--- src/rtl/merge_ctrl_if.sv ---
// Output stream of the merge sequencer: one element per valid/ready handshake.
interface merge_ctrl_if #(
  parameter int unsigned DW = 8
);
  logic [DW-1:0] out_data;
  logic          out_valid;
  logic          out_ready;

  modport master (output out_data, output out_valid, input out_ready);
  modport slave  (input out_data, input out_valid, output out_ready);
endinterface

--- src/rtl/merge_ctrl.sv ---
// Sequencer for the dual index-memory merge datapath: loads both RAMs in lockstep,
// then merges the two sorted lists into one ascending stream.
module merge_ctrl #(
  parameter int unsigned DW = 8,
  parameter int unsigned AW = 4
) (
  input  logic          clk,
  input  logic          reset,
  input  logic          start_load,
  input  logic          start_merge,
  input  logic          ld_valid,
  input  logic          ld_last,
  input  logic [AW:0]   len1,
  input  logic [AW:0]   len2,
  input  logic [DW-1:0] r1,
  input  logic [DW-1:0] r2,
  output logic [AW-1:0] cnt1,
  output logic [AW-1:0] cnt2,
  output logic          wr_en,
  output logic          busy,
  output logic          done,
  merge_ctrl_if.master  out_if
);

  localparam logic [AW:0]   DepthLen = (AW + 1)'(2 ** AW);
  localparam logic [AW-1:0] LastAddr = {AW{1'b1}};

  typedef enum logic [2:0] {StIdle, StLoad, StFetch, StMerge, StOut, StFin} state_e;

  state_e        state_q, state_d;
  logic [AW-1:0] cnt1_q, cnt1_d, cnt2_q, cnt2_d;
  logic [AW:0]   p1_q, p1_d, p2_q, p2_d;
  logic [AW:0]   len1_q, len1_d, len2_q, len2_d;
  logic [AW+1:0] emit_q, emit_d;
  logic [DW-1:0] out_data_q, out_data_d;
  logic          out_valid_q, out_valid_d;

  logic          has1, has2, take1;
  logic [AW+1:0] total;
  logic [AW:0]   len1_clamp, len2_clamp;

  // A pointer at DEPTH means that list is exhausted; park its address on the last entry.
  function automatic logic [AW-1:0] sat_addr(input logic [AW:0] p);
    return p[AW] ? LastAddr : p[AW-1:0];
  endfunction

  always_comb begin
    state_d     = state_q;
    cnt1_d      = cnt1_q;
    cnt2_d      = cnt2_q;
    p1_d        = p1_q;
    p2_d        = p2_q;
    len1_d      = len1_q;
    len2_d      = len2_q;
    emit_d      = emit_q;
    out_data_d  = out_data_q;
    out_valid_d = out_valid_q;
    wr_en       = 1'b0;

    len1_clamp = (len1 > DepthLen) ? DepthLen : len1;
    len2_clamp = (len2 > DepthLen) ? DepthLen : len2;
    has1       = p1_q < len1_q;
    has2       = p2_q < len2_q;
    take1      = has1 && (!has2 || (r1 <= r2));
    total      = {1'b0, len1_q} + {1'b0, len2_q};

    unique case (state_q)
      StIdle: begin
        if (start_load) begin
          state_d = StLoad;
          cnt1_d  = '0;
          cnt2_d  = '0;
        end else if (start_merge) begin
          len1_d  = len1_clamp;
          len2_d  = len2_clamp;
          p1_d    = '0;
          p2_d    = '0;
          cnt1_d  = '0;
          cnt2_d  = '0;
          emit_d  = '0;
          state_d = (len1_clamp == '0 && len2_clamp == '0) ? StFin : StFetch;
        end
      end
      StLoad: begin
        wr_en = ld_valid;
        if (ld_valid) begin
          if (cnt1_q == LastAddr) begin
            state_d = StFin;
          end else begin
            cnt1_d = cnt1_q + 1'b1;
            cnt2_d = cnt2_q + 1'b1;
          end
          if (ld_last) state_d = StFin;
        end
      end
      StFetch: state_d = StMerge;
      StMerge: begin
        out_valid_d = 1'b1;
        emit_d      = emit_q + 1'b1;
        state_d     = StOut;
        if (take1) begin
          out_data_d = r1;
          p1_d       = p1_q + 1'b1;
          cnt1_d     = sat_addr(p1_q + 1'b1);
        end else begin
          out_data_d = r2;
          p2_d       = p2_q + 1'b1;
          cnt2_d     = sat_addr(p2_q + 1'b1);
        end
      end
      StOut: begin
        if (out_if.out_ready) begin
          out_valid_d = 1'b0;
          state_d     = (emit_q == total) ? StFin : StFetch;
        end
      end
      StFin: state_d = StIdle;
      default: state_d = StIdle;
    endcase
  end

  always_ff @(posedge clk) begin
    if (reset) begin
      state_q     <= StIdle;
      cnt1_q      <= '0;
      cnt2_q      <= '0;
      p1_q        <= '0;
      p2_q        <= '0;
      len1_q      <= '0;
      len2_q      <= '0;
      emit_q      <= '0;
      out_data_q  <= '0;
      out_valid_q <= 1'b0;
    end else begin
      state_q     <= state_d;
      cnt1_q      <= cnt1_d;
      cnt2_q      <= cnt2_d;
      p1_q        <= p1_d;
      p2_q        <= p2_d;
      len1_q      <= len1_d;
      len2_q      <= len2_d;
      emit_q      <= emit_d;
      out_data_q  <= out_data_d;
      out_valid_q <= out_valid_d;
    end
  end

  assign cnt1             = cnt1_q;
  assign cnt2             = cnt2_q;
  assign busy             = (state_q != StIdle);
  assign done             = (state_q == StFin);
  assign out_if.out_data  = out_data_q;
  assign out_if.out_valid = out_valid_q;

endmodule
--- src/flat_wrapper.sv ---
// flat-port wrapper written by rule: the top's interface ports become plain ports
module merge_ctrl_flat 
#(
  parameter int unsigned DW = 8,
  parameter int unsigned AW = 4
)
  (clk, reset, start_load, start_merge, ld_valid, ld_last, len1, len2, r1, r2, cnt1, cnt2, wr_en, busy, done, out_if_out_data, out_if_out_valid, out_if_out_ready);
  merge_ctrl_if #(.DW(DW)) out_if_i ();
  input  logic clk;
  input  logic reset;
  input  logic start_load;
  input  logic start_merge;
  input  logic ld_valid;
  input  logic ld_last;
  input  logic [AW:0] len1;
  input  logic [AW:0] len2;
  input  logic [DW-1:0] r1;
  input  logic [DW-1:0] r2;
  output logic [AW-1:0] cnt1;
  output logic [AW-1:0] cnt2;
  output logic wr_en;
  output logic busy;
  output logic done;
  output wire logic [$bits(out_if_i.out_data)-1:0] out_if_out_data;
  output wire logic [$bits(out_if_i.out_valid)-1:0] out_if_out_valid;
  input wire logic [$bits(out_if_i.out_ready)-1:0] out_if_out_ready;
  assign out_if_out_data = out_if_i.out_data;
  assign out_if_out_valid = out_if_i.out_valid;
  assign out_if_i.out_ready = out_if_out_ready;
  merge_ctrl #(.DW(DW), .AW(AW)) u_core (.clk(clk), .reset(reset), .start_load(start_load), .start_merge(start_merge), .ld_valid(ld_valid), .ld_last(ld_last), .len1(len1), .len2(len2), .r1(r1), .r2(r2), .cnt1(cnt1), .cnt2(cnt2), .wr_en(wr_en), .busy(busy), .done(done), .out_if(out_if_i));
endmodule
--- config.mk ---
export PLATFORM = sky130hd
export DESIGN_NAME = merge_ctrl_flat
export DESIGN_NICKNAME = d
export VERILOG_FILES = /design/src/rtl/merge_ctrl_if.sv /design/src/rtl/merge_ctrl.sv /design/src/flat_wrapper.sv
export SDC_FILE = /design/constraint.sdc
export NUM_CORES = 1
export LEC_CHECK = 0
export ABC_AREA = 1
export CAP_MARGIN = 20
export CORE_ASPECT_RATIO = 0.8
export CORE_UTILIZATION = 27
export CTS_CLUSTER_SIZE = 28
export DETAILED_ROUTE_END_ITERATION = 8
export GPL_TIMING_DRIVEN = 0
export RECOVER_POWER = 50
export SLEW_MARGIN = 20
export SYNTH_ARGS = -nofsm -noshare
export SYNTH_HDL_FRONTEND = slang
export SYNTH_SLANG_ARGS = --single-unit
--- constraint.sdc ---
create_clock -name clk -period 2.9 [get_ports clk]
set_input_delay 0.435 -clock clk [delete_from_list [all_inputs] [get_ports clk]]
set_output_delay 0.435 -clock clk [all_outputs]
set_load 0.005 [all_outputs]
==> flow_metrics.py, run 1 <==
metrics = {
    "power": {
        "power.leakage_nw": 1.80,
        "switching_share": 0.411,
        "ir_drop_mv": 0.263,
        "intPower_w": 0.00157,
        "combPwrFrac": 0.465,
        "seqPwrFrac": 0.325,
        "fin_total_pwr_w": 0.00266,
        "p_switching_w": 0.00109,
        "pwr_density_cell_nw_per_um2": 682,
        "clkPwrFrac": 0.210,
    },
    "floorplan": {
        "core_area_um2": 11000,
        "start_util": 0.280,
        "die_area_um2": 11800,
        "dieHeight_um": 97.5,
        "ioPinCount": 53,
        "die_x_um": 121,
        "placementRows": 34,
    },
    "placement": {
        "dp_hpwl_um": 6610,
        "dp_cells": 656,
        "place_congestion": 0.847,
        "place_area_um2": 3780,
        "io_buffers": 52,
    },
    "synthesis": {
        "yosys_warnings": 0,
        "syn_nets": 520,
        "synth.avg_cell_area_um2": 6.69,
        "synth.distinct_cells": 35,
        "synth-seq-area-share": 0.299,
        "synth_cells": 460,
        "synth-seq-cells": 46,
        "syn_area_um2": 3080,
    },
    "grt": {
        "grt_pass1_vias": 2977,
        "overflow": 0,
        "antenna_found_initial": 0,
        "grtUsageTotal": 0.153,
        "grt_pass1_wl_um": 14500,
        "grt_max_degree": 13,
    },
    "flow_run": {
        "cap_violations": 0,
    },
    "drt": {
        "routed_wirelength_um": 8530,
        "drc": 0,
        "wl_per_cell_um": 12.9,
        "vias": 3225,
        "firstDrtPassIters": 7,
        "drt_iter0_markers": 181,
        "ant_nets": 0,
        "vias_per_cell": 4.86,
    },
    "layout": {
        "syn2layout_area_growth_pct": 26.8,
        "antenna_cells": 0,
        "nNetsFinal": 579,
        "drive_above_1_share": 0.0385,
        "fin_area_um2": 3900,
        "final_util": 0.355,
        "final_cells": 663,
    },
    "clocking": {
        "clkTransAtPathRegs_ns": 0.06,
        "clk_latency_ns": 0.29,
        "cts_tree": "built",
        "cts.sinks": 46,
        "cts_max_level": 2,
        "cts_buffer_depth": 2,
        "ctsRootBufferMaster": "clkbuf_16",
        "cts_made_buffers": 5,
        "post_cts_buffers": 0,
        "ctsResizeCount": 0,
        "ctsHoldBuffers": 0,
    },
    "timing": {
        "hold_viol_final": 0,
        "worstMarginPinSlew_ns": 0.735,
        "rsz0062_at_grt": "no",
        "finalMaxSlewViolations": 0,
        "post-route-period-util": 0.870,
        "finalSetupViolCount": 0,
        "timing.fmax_mhz": 397,
        "slew_headroom": 0.508,
        "fin_setup_tns_ns": 0,
        "clock_skew_ns": 0.00346,
        "fin_crit_ns": 2.52,
    },
    "run_status": {
        "status": "finished, final reports clean",
    },
    "critical_path": {
        "worstPathRequired_ns": 3.08,
        "critical_path_peak_fanout": 10,
        "worstReg2RegEnd": "u_core.p1_q[3]",
        "r2r_cells": 11,
        "crit_type": "primary input to register",
        "startpoint": "r2[1]",
        "start_kind": "primary input",
        "cp-end-kind": "register",
        "timing.rr.start": "u_core.len2_q[4]",
        "arrival_ns": 2.70,
        "r2r_setup_slack_ns": 0.49,
    },
    "min_path": {
        "hold_class": "register to register",
        "min_to": "u_core.out_if.out_valid",
        "holdCritStartpoint": "u_core.out_if.out_valid",
        "whs_path_depth": 2,
    },
}
## synthesized netlist by cell type (all sizes together)
cell type  instances  area [µm²]
a211oi             5        37.5
a21oi             47         235
a221oi             1        8.76
a311oi             1        8.76
buf                3        22.5
clkbuf             8        30.0
clkinv             1        5.00
dfxtp             46         921
fa                 1        20.0
ha                26         325
inv               64         240
nand2            103         402
nand3             48         245
nand4             18         113
nor2              50         213
nor3               3        15.0
nor3b              1        7.51
nor4               2        27.5
o211ai             1        7.51
o21a               1        7.51
o21ai             20         100
o21bai             1        7.51
or2                1        6.26
xnor2              4        35.0
xor2               4        35.0
## per-stage QoR
step,worst slack (ns),hold WS [ns]
after detailed placement,0.125,0.454
final,0.378,0.461
after CTS,0.420,0.464
after global routing,0.136,0.467
after global placement,0.144,0.456
after floorplan,0.959,0.453
## worst max path at each step
stage	to	slack, ns	cells after the start
2_1_floorplan	u_core.p1_q[3]	0.96	14
3_3_place_gp	u_core.cnt1[3]	0.14	15
3_5_place_dp	u_core.p1_q[3]	0.12	15
4_1_cts	u_core.p1_q[3]	0.42	15
5_1_grt	u_core.cnt1[3]	0.14	15
6_report	u_core.p1_q[3]	0.38	15
## layout make-up
cell class	count	area, µm²
flip-flops and latches	46	921
inverters	65	245
plain buffers	11	52.6
repair buffers	52	520
well taps	144	180
multi-input cells	338	1850
fillers	1186	7080
clock buffers	7	133
## flip-flops by register name (all words and copies together) (netlist names), 3 cells and up
name / count
u_core.out_if.out_data: 8
u_core.emit_q: 6
u_core.len1_q: 5
u_core.len2_q: 5
u_core.p1_q: 5
u_core.p2_q: 5
u_core.cnt1: 4
u_core.cnt2: 4
u_core.state_q: 3
## power by group through the flow
stage | Clock (W) | Combinational (W) | Sequential (W)
5_1_grt | 0.000588 | 0.00142 | 0.000889
2_1_floorplan | 0 | 0.000841 | 0.000862
3_3_place_gp | 0 | 0.00125 | 0.000880
4_1_cts | 0.000571 | 0.00128 | 0.000870
6_report | 0.000558 | 0.00124 | 0.000864
3_5_place_dp | 0 | 0.00127 | 0.000882
## layer usage
| layer | GRT usage | vias to the layer above | wire length [µm] |
|---|---|---|---|
| met4 | 0.0418 | 0 | 116 |
| met3 | 0.0235 | 12 | 498 |
| met5 | 0 | - | 0 |
| met2 | 0.223 | 81 | 3530 |
| li1 | - | 1647 | - |
| met1 | 0.230 | 1485 | 4390 |
## worst max-delay path, stage by stage
cell and delay (ns):
clkdlybuf4s50_1 0.48, inv_1 0.06, ha_1 0.28, inv_1 0.04, o21bai_1 0.12, nand2_1 0.06
nand2_1 0.05, nand2_1 0.04, nand2_1 0.06, nand3_2 0.20, nand2_2 0.26, nand2_2 0.17
buf_4 0.25, a21oi_1 0.14, nor2_1 0.06
## cells in the final DEF (no fill, tap or decap), types with 2 or more instances in the layout
cell type / synthesis / routed
nor3_1: 3 / 3
a211oi_1: 5 / 5
clkdlybuf4s50_1: 0 / 33
nand2_1: 99 / 100
nor2_1: 46 / 47
nand3_1: 47 / 47
nor2_4: 3 / 2
o21ai_1: 2 / 2
inv_1: 59 / 61
a21oi_1: 47 / 47
nand4_1: 18 / 18
o21ai_0: 18 / 18
ha_1: 26 / 26
clkbuf_16: 0 / 5
nand2_2: 3 / 2
clkbuf_1: 8 / 10
dlygate4sd3_1: 0 / 19
xnor2_1: 4 / 4
dfxtp_1: 46 / 46
xor2_1: 4 / 4
inv_2: 5 / 3
## cells by family (layout without fill, tap and decap cells)
group,after synthesis,count (layout),synth area share
AND/OR/NAND/NOR,226,226,0.334
AO/OA/AOI/OAI,77,77,0.134
buffers and inverters,76,135,0.0968
flip-flops,46,46,0.299
adder cells (fa/ha/maj),27,27,0.112
XOR/XNOR,8,8,0.0228
Note: power is estimated with default switching activity, not from simulation.
==> inputs of run 2 (changes only) <==
- CORE_ASPECT_RATIO: 0.8 -> 0.6
- CORE_UTILIZATION: 27 -> 58
- CTS_BUF_LIST: unset -> sky130_fd_sc_hd__clkbuf_16
- PLACE_DENSITY: unset -> 0.86
==> run 2 against run 1 <==
Effect of this change:
- non-clock buffer count unchanged
- highest routed layer unchanged
- cell area is 2.3% lower
- critical path type unchanged
- largest power group unchanged
- register-to-register slack worse by 0.03 ns
==> flow_metrics.py, run 2 (synthesis results as in run 1) <==
metrics = {
    "run_status": {
        "status": "finished, final reports clean",
    },
    "drt": {
        "wl_met2_um": 3800,
        "firstDrtPassIters": 6,
        "vias": 3364,
        "met3_length_um": 812,
        "drt_iter0_markers": 332,
        "drt-met1-wl_um": 3890,
        "dr.max_layer_used": "met4",
        "ant_nets": 0,
        "vias_per_cell": 5.74,
        "wl_per_cell_um": 14.6,
        "routed_wirelength_um": 8580,
        "drc": 0,
    },
    "timing": {
        "timing.fmax_mhz": 392,
        "finalMaxSlewViolations": 0,
        "slew_headroom": 0.498,
        "worstMarginPinSlew_ns": 0.750,
        "finalSetupViolCount": 0,
        "fin_setup_tns_ns": 0,
        "fin_crit_ns": 2.55,
        "rsz0062_at_grt": "no",
        "post-route-period-util": 0.880,
        "hold_viol_final": 0,
        "clock_skew_ns": 0.00533,
    },
    "grt": {
        "grt_max_degree": 15,
        "grt_pass1_vias": 2982,
        "overflow": 0,
        "antenna_found_initial": 0,
        "grt_pass1_wl_um": 13600,
        "grtUsageTotal": 0.317,
    },
    "clocking": {
        "clkTransAtPathRegs_ns": 0.06,
        "cts.sinks": 46,
        "clk_latency_ns": 0.29,
        "post_cts_buffers": 0,
        "cts_max_level": 2,
        "cts_tree": "built",
        "ctsRootBufferMaster": "clkbuf_16",
        "cts_buffer_depth": 2,
        "ctsHoldBuffers": 0,
        "cts_made_buffers": 5,
        "ctsResizeCount": 0,
    },
    "critical_path": {
        "start_kind": "primary input",
        "slowest_stage": "clkdlybuf4s50_1",
        "r2r_setup_slack_ns": 0.46,
        "path_buf_inv": 3,
        "cp-end-kind": "register",
        "cp_top_family": "simple AND/OR/NAND/NOR gates",
        "crit_top_cell": "nand2_1",
        "crit_type": "primary input to register",
        "crit_path_max_incr_delay_ns": 0.48,
        "worstPathRequired_ns": 3.08,
        "critical_path_peak_fanout": 10,
        "arrival_ns": 2.74,
        "crit_path_cell_trace": "clkdlybuf4s50_1, inv_1, ha_1, nand2_1, nor2_1, nand2_1, nand2_1, nand3_2, nand2_2, nand2_2, buf_4, a21oi_1, nor2_1",
    },
    "placement": {
        "dp_hpwl_um": 6330,
        "dp_cells": 578,
        "place_congestion": 0.872,
        "io_buffers": 52,
    },
    "min_path": {
        "hold_class": "register to register",
    },
    "flow_run": {
        "cap_violations": 0,
    },
    "floorplan": {
        "core_area_um2": 5080,
        "ioPinCount": 53,
        "die_area_um2": 5610,
        "dieHeight_um": 58.4,
        "start_util": 0.605,
        "placementRows": 20,
        "die_x_um": 96.0,
    },
    "layout": {
        "antenna_cells": 0,
        "syn2layout_area_growth_pct": 23.9,
        "drive_above_1_share": 0.0423,
        "layout.cells.most_common": "nand2_1",
        "final_cells": 586,
        "largest_register_ffs": 8,
        "nNetsFinal": 579,
        "final_cell_mix": "nand2_1, inv_1, nor2_1, a21oi_1, nand3_1",
    },
    "power": {
        "pwr_density_cell_nw_per_um2": 703,
        "power.leakage_nw": 1.80,
        "ir_drop_mv": 0.476,
    },
}
## run 2: cell types whose count changed in the layout (fill, tap and decap cells not counted)
| cell | before | now |
|---|---|---|
| dlygate4sd3_1 | 19 | 18 |
| clkinvlp_4 | 0 | 1 |
| clkinv_2 | 1 | 2 |
| clkbuf_1 | 10 | 8 |
| clkinv_1 | 0 | 1 |
| clkdlybuf4s50_1 | 33 | 34 |
## run 2: report_power, final
part           switching, W  total, W  leakage (nW)  internal [W]
registers          0.000121  0.000869         0.374      0.000748
clock network      0.000248  0.000563        0.0672      0.000315
logic              0.000744   0.00125          1.36      0.000503
## run 2: path summary, 6_finish.rpt
kind                                              start                      end  depth (start not counted)
worst min-delay path            u_core.out_if.out_valid  u_core.out_if.out_valid                          2
worst max-delay path                              r2[7]           u_core.cnt1[3]                         13
worst min register to register  u_core.out_if.out_valid  u_core.out_if.out_valid                          2
worst max register to register         u_core.len2_q[4]           u_core.cnt1[3]                         11
## run 2: worst reg2reg max path, stage by stage, from the launching register on
cell and delay (ns):
dfxtp_1 0.34, inv_1 0.06, ha_1 0.33, a21oi_1 0.18, o21ai_0 0.13, nor2_1 0.19, nand3_2 0.24, nand2_2 0.25
nand2_2 0.15, buf_4 0.25, a21oi_1 0.15, nor2_1 0.06
## run 2: per-stage QoR
stage	power [W]	setup WS, ns	instance area [µm²]	hold slack (ns)	utilization
finish	0.00268	0.348	3810	0.459	0.750
global route	0.00286	0.206	3810	0.491	0.750
floorplan	0.00170	0.959	3080	0.453	-
global placement	0.00210	0.181	3680	0.451	0.724
detailed placement	0.00213	0.113	3680	0.455	0.724
CTS	0.00271	0.414	3820	0.465	0.752
## run 2: metal layers
layer	GRT usage	vias to the layer above
met4	0.100	0
met3	0.0607	15
met1	0.433	1523
met5	0	-
met2	0.507	185
li1	-	1641
## run 2: area by class of cell
class,count,area [µm²]
sequential,46,921
fill,410,1270
buffer,11,52.6
clock buffer,5,125
multi-input combinational,338,1850
tap,66,82.6
timing repair buffer,52,520
clock inverter,3,16.3
inverter,65,245
==> inputs of run 3 (changes only) <==
- CTS_CLUSTER_DIAMETER: unset -> 50
- MAX_ROUTING_LAYER: unset -> met4
==> run 3 against run 2 <==
Effect of this change:
- maximum frequency down 0.10%
- cell area stayed put
- wire length shrank 0.30%
==> flow_metrics.py, run 3 (synthesis results as in run 1) <==
metrics = {
    "timing": {
        "clock_skew_ns": 0.00554,
        "worstMarginPinSlew_ns": 0.744,
        "post-route-period-util": 0.881,
        "slew_headroom": 0.502,
        "fin_crit_ns": 2.55,
        "finalMaxSlewViolations": 0,
        "finalSetupViolCount": 0,
        "fin_setup_tns_ns": 0,
        "timing.fmax_mhz": 391,
        "rsz0062_at_grt": "no",
        "hold_viol_final": 0,
    },
    "critical_path": {
        "cp-end-kind": "register",
        "crit_path_cell_trace": "clkdlybuf4s50_1, inv_1, ha_1, nand2_1, nor2_1, nand2_1, nand2_1, nand3_2, nand2_2, nand2_2, buf_4, a21oi_1, nor2_1",
        "r2r_cells": 11,
        "cp_top_family": "simple AND/OR/NAND/NOR gates",
        "crit_top_cell": "nand2_1",
        "arrival_ns": 2.74,
        "r2r_setup_slack_ns": 0.46,
        "worstPathRequired_ns": 3.08,
        "worstReg2RegEnd": "u_core.cnt1[3]",
        "slowest_stage": "clkdlybuf4s50_1",
        "startpoint": "r2[7]",
        "worst-path-stages": 13,
        "path_buf_inv": 3,
        "critical_path.endpoint": "u_core.cnt1[3]",
        "critical_path_peak_fanout": 10,
        "timing.rr.start": "u_core.len2_q[4]",
        "crit_type": "primary input to register",
        "start_kind": "primary input",
        "crit_path_max_incr_delay_ns": 0.48,
    },
    "clocking": {
        "cts_max_level": 2,
        "cts_tree": "built",
        "ctsHoldBuffers": 0,
        "post_cts_buffers": 0,
        "clk_latency_ns": 0.29,
        "ctsResizeCount": 0,
        "cts_made_buffers": 5,
        "clkTransAtPathRegs_ns": 0.06,
        "ctsRootBufferMaster": "clkbuf_16",
        "cts_buffer_depth": 2,
        "cts.sinks": 46,
    },
    "drt": {
        "drc": 0,
        "firstDrtPassIters": 5,
        "vias": 3365,
        "ant_nets": 0,
        "wl_per_cell_um": 14.6,
        "drt_iter0_markers": 326,
        "vias_per_cell": 5.74,
        "routed_wirelength_um": 8550,
    },
    "grt": {
        "overflow": 0,
        "grtUsageTotal": 0.326,
        "grt_pass1_vias": 2978,
        "grt_max_degree": 15,
        "antenna_found_initial": 0,
        "grt_pass1_wl_um": 13600,
    },
    "layout": {
        "fillers": 410,
        "nNetsFinal": 579,
        "ff_latch_area_um2": 921,
        "syn2layout_area_growth_pct": 23.9,
        "final_cell_mix": "nand2_1, inv_1, nor2_1, a21oi_1, nand3_1",
        "multi_input_area_um2": 1850,
        "layout.cells.most_common": "nand2_1",
        "antenna_cells": 0,
        "largest_register_ffs": 8,
        "drive_above_1_share": 0.0423,
    },
    "floorplan": {
        "die_area_um2": 5610,
        "placementRows": 20,
        "core_area_um2": 5080,
        "start_util": 0.605,
        "dieHeight_um": 58.4,
        "ioPinCount": 53,
        "die_x_um": 96.0,
    },
    "placement": {
        "dp_hpwl_um": 6330,
        "place_congestion": 0.887,
        "io_buffers": 52,
    },
    "min_path": {
        "hold_class": "register to register",
    },
    "run_status": {
        "status": "finished, final reports clean",
    },
    "power": {
        "ir_drop_mv": 0.473,
        "pwr_density_cell_nw_per_um2": 702,
        "fin_total_pwr_w": 0.00268,
        "power.leakage_nw": 1.80,
    },
    "flow_run": {
        "cap_violations": 0,
    },
}
run 3: cell counts in the layout (fill, tap and decap cells not counted):
Identical to the previous run, type by type.
run 3: routing by layer:
metal,track usage,wire length [µm]
met5,-,0
met4,0.100,109
met3,0.0607,767
met2,0.507,3750
met1,0.433,3920
run 3: worst min-delay path by stage:
stage | startpoint | endpoint | slack, ns | cells past startpoint
finish | u_core.out_if.out_valid | u_core.out_if.out_valid | 0.46 | 2
global route | u_core.out_if.out_valid | u_core.out_if.out_valid | 0.49 | 2
CTS | u_core.out_if.out_valid | u_core.out_if.out_valid | 0.46 | 2
detailed placement | u_core.out_if.out_valid | u_core.out_if.out_valid | 0.45 | 2
global placement | u_core.out_if.out_valid | u_core.out_if.out_valid | 0.45 | 2
floorplan | u_core.len1_q[2] | u_core.len1_q[2] | 0.45 | 2
run 3: stage by stage:
| step | instance area, µm² | utilization | instances | worst slack (ns) | hold slack, ns |
|---|---|---|---|---|---|
| 2_1_floorplan | 3080 | - | 460 | 0.959 | 0.453 |
| 3_3_place_gp | 3680 | 0.724 | 578 | 0.181 | 0.451 |
| 3_5_place_dp | 3680 | 0.724 | 578 | 0.113 | 0.455 |
| 4_1_cts | 3820 | 0.752 | 586 | 0.414 | 0.465 |
| 5_1_grt | 3810 | 0.750 | 586 | 0.206 | 0.491 |
| 6_report | 3810 | 0.750 | 586 | 0.345 | 0.459 |
run 3: layout make-up:
| type | instances | area share |
|---|---|---|
| Multi-Input combinational cell | 338 | 0.485 |
| Sequential cell | 46 | 0.242 |
| Timing Repair Buffer | 52 | 0.137 |
| Inverter | 65 | 0.0644 |
| Clock buffer | 5 | 0.0328 |
| Tap cell | 66 | 0.0217 |
| Buffer | 11 | 0.0138 |
| Clock inverter | 3 | 0.00427 |
run 3: power by group:
part	switching, W	total (W)	leakage [nW]	internal [W]
sequential	0.000120	0.000869	0.374	0.000748
clock	0.000245	0.000560	0.0672	0.000315
combinational	0.000744	0.00125	1.36	0.000503
run 3: tightest hold or removal path: stages, from the launching register on:
cell and delay (ns):
dfxtp_1 0.30, nand2_1 0.06, a21oi_1 0.05
